==> src/rtl/flog_pkg.sv <==
// Shared widths, bias and FSM state type for the bfloat16 log2 datapath.
// The optional FX2BF16_RNE_EN build also uses W and the widths below.
package flog_pkg;
  localparam int EXP    = 8;
  localparam int MAN    = 7;
  localparam int FRAC_W = 7;
  localparam int BIAS   = 127;
  localparam int W      = EXP + FRAC_W;
  localparam int CNT_W  = $clog2(W);

  typedef enum logic [1:0] {IDLE, ABS, NORM, OUT} fx2bf_state_t;
endpackage

==> src/rtl/bf16_round_rne.sv <==
// Round-to-nearest-even of a normalised magnitude (leading one at bit W-1).
// Only built when FX2BF16_RNE_EN is defined.
`ifdef FX2BF16_RNE_EN
module bf16_round_rne
  import flog_pkg::*;
(
  input  logic [W-1:0]   mag_i,
  input  logic [EXP-1:0] e_i,
  output logic [MAN-1:0] f_o,
  output logic [EXP-1:0] e_o
);
  logic           w_guard;
  logic           w_sticky;
  logic           w_lsb;
  logic           w_inc;
  logic [MAN:0]   w_sum;

  assign w_guard  = mag_i[W-2-MAN];
  assign w_sticky = |mag_i[W-3-MAN:0];
  assign w_lsb    = mag_i[W-1-MAN];
  assign w_inc    = w_guard & (w_sticky | w_lsb);

  // Carry out of the mantissa wraps f to zero and bumps the exponent.
  assign w_sum = {1'b0, mag_i[W-2 -: MAN]} + {{MAN{1'b0}}, w_inc};
  assign f_o   = w_sum[MAN-1:0];
  assign e_o   = e_i + {{(EXP-1){1'b0}}, w_sum[MAN]};
endmodule
`endif

==> src/rtl/fx2bf16_norm.sv <==
// Signed fixed-point log2 result to bfloat16, normalised one shift per cycle.
// Define FX2BF16_RNE_EN for round-to-nearest-even instead of truncation.
module fx2bf16_norm
  import flog_pkg::*;
(
  input  logic              clk,
  input  logic              rst,
  input  logic              valid_i,
  output logic              ready_o,
  input  logic [EXP-1:0]    int_i,
  input  logic [FRAC_W-1:0] frac_i,
  output logic              valid_o,
  input  logic              ready_i,
  output logic              s_res_o,
  output logic [EXP-1:0]    e_res_o,
  output logic [MAN-1:0]    f_res_o
);
  fx2bf_state_t       r_state;
  fx2bf_state_t       w_state_next;
  logic [W-1:0]       r_x;
  logic [W-1:0]       r_mag;
  logic [CNT_W-1:0]   r_cnt;
  logic               r_sign;
  logic               r_valid;
  logic               r_s;
  logic [EXP-1:0]     r_e;
  logic [MAN-1:0]     r_f;

  logic [EXP-1:0]     w_e_trunc;
  logic [EXP-1:0]     w_e_res;
  logic [MAN-1:0]     w_f_res;
  logic               w_mag_zero;

  assign w_mag_zero = (r_mag == '0);
  assign w_e_trunc  = EXP'(BIAS + EXP - 1) - {{(EXP-CNT_W){1'b0}}, r_cnt};

`ifdef FX2BF16_RNE_EN
  bf16_round_rne u_round (
    .mag_i (r_mag),
    .e_i   (w_e_trunc),
    .f_o   (w_f_res),
    .e_o   (w_e_res)
  );
`else
  assign w_f_res = r_mag[W-2 -: MAN];
  assign w_e_res = w_e_trunc;
`endif

  always_ff @(posedge clk) begin
    if (rst) r_state <= IDLE;
    else     r_state <= w_state_next;
  end

  always_comb begin
    w_state_next = r_state;
    case (r_state)
      IDLE: if (valid_i) w_state_next = ABS;
      ABS:  w_state_next = NORM;
      NORM: if (w_mag_zero || r_mag[W-1]) w_state_next = OUT;
      OUT:  if (ready_i) w_state_next = IDLE;
      default: w_state_next = IDLE;
    endcase
  end

  always_ff @(posedge clk) begin
    if (rst) begin
      r_x     <= '0;
      r_mag   <= '0;
      r_cnt   <= '0;
      r_sign  <= 1'b0;
      r_valid <= 1'b0;
      r_s     <= 1'b0;
      r_e     <= '0;
      r_f     <= '0;
    end else begin
      case (r_state)
        IDLE: if (valid_i) r_x <= {int_i, frac_i};
        ABS: begin
          // Two's-complement negate modulo 2^W: the most negative input maps to itself.
          r_sign <= r_x[W-1];
          r_mag  <= r_x[W-1] ? -r_x : r_x;
          r_cnt  <= '0;
        end
        NORM: begin
          if (w_mag_zero) begin
            r_s     <= 1'b0;
            r_e     <= '0;
            r_f     <= '0;
            r_valid <= 1'b1;
          end else if (r_mag[W-1]) begin
            r_s     <= r_sign;
            r_e     <= w_e_res;
            r_f     <= w_f_res;
            r_valid <= 1'b1;
          end else begin
            r_mag <= r_mag << 1;
            r_cnt <= r_cnt + CNT_W'(1);
          end
        end
        OUT: if (ready_i) r_valid <= 1'b0;
        default: ;
      endcase
    end
  end

  assign ready_o = (r_state == IDLE);
  assign valid_o = r_valid;
  assign s_res_o = r_s;
  assign e_res_o = r_e;
  assign f_res_o = r_f;
endmodule

==> config.mk <==
export PLATFORM = sky130hd
export DESIGN_NAME = fx2bf16_norm
export DESIGN_NICKNAME = d
export VERILOG_FILES = /design/src/rtl/flog_pkg.sv /design/src/rtl/bf16_round_rne.sv /design/src/rtl/fx2bf16_norm.sv
export SDC_FILE = /design/constraint.sdc
export NUM_CORES = 1
export LEC_CHECK = 0
export CAP_MARGIN = 5
export CELL_PAD_IN_SITES_DETAIL_PLACEMENT = 0
export CELL_PAD_IN_SITES_GLOBAL_PLACEMENT = 1
export CORE_UTILIZATION = 43
export DETAILED_ROUTE_END_ITERATION = 16
export PLACE_DENSITY = 0.94
export SYNTH_ARGS = -nofsm -noshare
export SYNTH_HDL_FRONTEND = slang
export SYNTH_SLANG_ARGS = --single-unit
==> constraint.sdc <==
create_clock -name clk -period 4.35 [get_ports clk]
set_input_delay 1.0875 -clock clk [delete_from_list [all_inputs] [get_ports clk]]
set_output_delay 1.0875 -clock clk [all_outputs]
set_load 0.02 [all_outputs]
==> impl_results.md <==
* Share of cells above drive strength 1 at 5.59%
* Pwr/cell area at 527 nW/um2
* Worst Hold Class: reg -> reg
* Element type at the critical path end: register
* Layout Nets at 330
* Initial Util at 44.5%
* Synth async-reset ratio at 0%
* CP bufs+invs at 1
* Post-Syn Area at 2450 um2
* Fmax at 356 MHz
* CP max-delay cell: nor3_1
* All-Layer GR Usage at 17.9%
* Gpl congestion at 0.809
* Clk buf depth at 2
* Crit path required time at 4600 ps
* Die area at 6010 um2
* Final instance area at 2910 um2
* Relative slew slack at 35.6%
* Post-CTS Setup Bufs at 0
* Most common cell after layout, fill and taps aside: dfxtp_1
* Post-Route Skew at 7.74 ps
* Number of CTS-inserted buffers at 5
* Worst Max-Slew Pin Slew at 959 ps
* DR pass1 iterations at 4
* DR vias at 1989
* Status: completed
* Htree depth at 2
* Area grow syn2layout at 18.8%
* Diodes inserted at 0
* Drt total wl at 4940 um
* FP Rows at 27
* CTS tree: built
* Number of global-route vias before repair at 1868
* Post-CTS sizing at 0
* Finish-stage setup viols at 0
* DRC viols at 0
* Pin count of the biggest net entering global routing at 24
* Post-synthesis sequential area ratio at 43.3%
* WS Path Type: in -> reg
* Primary FF master, synth: dfxtp_1
* Later-pin clock latency in the skew report at 300 ps
* Crit start category: input port
* Hold-fix buffers, CTS at 0
* Post-synthesis sequential element count at 53
* DP HPWL at 3600 um
* Die height at 77.5 um
* Critical Path AT at 3060 ps
* Placement Cell Area at 2830 um2
* I/O pins at 37
* Max-Cap Viols at 0
* Worst Path Max Fanout at 21
* Initial antenna violation count at 0
* Minimum clock period at 2810 ps
* Slowest stage delay, CP at 920 ps
* Drt wl/cell at 13.1 um
* Number of flops mapped to enable cells by yosys at 0
* Root Buffer: clkbuf_8
* Vias/cell at 5.29
* Crit path max-delay family: simple AND/OR/NAND/NOR gates
* FF-to-FF setup slack at 1760 ps
* YS warnings at 0
* Peak supply drop at 0.000201 V
* Netlist cell types at 46
* Mapped Cells at 278
* ANT nets after route at 0
* Pleak at 0.00103 uW
* Core ar. at 5510 um2
* Cells along the critical path: clkdlybuf4s50_1 -> nor3_1 -> a22o_1
* Most frequent cells in the layout: dfxtp_1, nand2_1, clkdlybuf4s50_1
* Fillers at 510
* RSZ-0062 raised after global routing: false
* Hold Vio Cnt, Final at 0
* Worst-path clk slew at 90 ps
* Final slew viol count at 0
* Clk sinks at 53
* Mapped Nets at 305
* Setup TNS Final at 0 ps
* 1st-iter DRT viols at 95
* Syn_area_per_cell at 8.82 um2
* First-pass GRT wire length at 8670 um
* Grt total ovfl at 0
* Die extent in x at 77.5 um
* Final period util at 64.5%
* Port bufs at 36
-- layout make-up --
class                   instances  area [um2]  share of cell area, %
clock buffers                   7        76.3                   2.62
clock inverters                 1        7.51                  0.258
inverters                       8        30.0                   1.03
multi-input cells             197        1270                   43.7
flip-flops and latches         53        1060                   36.4
well taps                      72        90.1                   3.09
repair buffers                 38         375                   12.9
-- cells in the mapped netlist (4+ instances only) --
library cell   n  area share (%)
clkbuf_1      15             2.3
ha_1           8             4.1
nor2_1        21             3.2
xnor2_1       14             5.0
inv_1          7             1.1
a22oi_1        4             1.2
a221oi_1       4             1.4
nand2_1       42             6.4
nor3_1        11             2.2
mux2i_1        5             2.0
o21ai_0        6             1.2
dfxtp_1       53              43
nor2b_1        4             1.0
a22o_1        10             3.6
a21oi_1       24             4.9
-- report_power, final --
group	switching [uW]	internal [uW]	leakage (uW)
registers	87.1	560	0.000431
clock network	155	114	0.0000385
logic	368	252	0.000560
-- metal layers --
| metal | vias up | share of wire [%] | GRT usage [%] |
|---|---|---|---|
| met5 | - | 0 | 0 |
| met4 | 0 | 0.71 | 5.66 |
| met3 | 4 | 3.6 | 3.53 |
| met2 | 45 | 47 | 29.6 |
| met1 | 908 | 49 | 23.2 |
| li1 | 1032 | - | - |
-- flip-flops by register name, indices dropped and copies added, names as in the netlist --
signal   flops
r_cnt        4
r_x         15
f_res_o      7
r_mag       15
s_res_o      1
r_sign       1
e_res_o      7
r_state      2
valid_o      1
-- worst reg2reg max path, cell delays in order (launching register included) --
cell and delay (ps):
dfxtp_1 350, inv_1 90, ha_1 400, nand2b_1 90, a41oi_1 660, nor2_1 420, a222oi_1 380, nor2_1 60
-- final timing paths --
path,cells after the start,endpoint,from
hold / removal,1,e_res_o[5]$_SDFFE_PP0P_,e_res_o[5]$_SDFFE_PP0P_
setup reg to reg,7,r_mag[10]$_SDFFE_PP0P_,r_state[0]$_SDFFE_PP0P_
hold reg to reg,1,e_res_o[5]$_SDFFE_PP0P_,e_res_o[5]$_SDFFE_PP0P_
setup / recovery,3,e_res_o[7]$_SDFFE_PP0P_,rst
-- kinds of logic after synthesis --
logic type,count (synthesis),synth area share (%)
AND/OR/NAND/NOR,99,19.6
AO/OA/AOI/OAI,70,20.8
flip-flops,53,43.3
buffers and inverters,28,4.85
XOR/XNOR,15,5.36
adder cells (fa/ha/maj),8,4.08
multiplexers,5,2.04
-- through the flow --
stage                     worst slack, ps  cells  util [%]  hold slack (ps)  power (uW)
after detailed placement             1190    368      51.4              451        1280
after global placement               1270    368      51.4              450        1270
after floorplan                      2280    278         -              442        1140
final                                1540    376      52.9              475        1540
after CTS                            1490    376      52.9              473        1540
after global routing                 1330    376      52.9              491        1660
(Power assumes the default switching activity.)
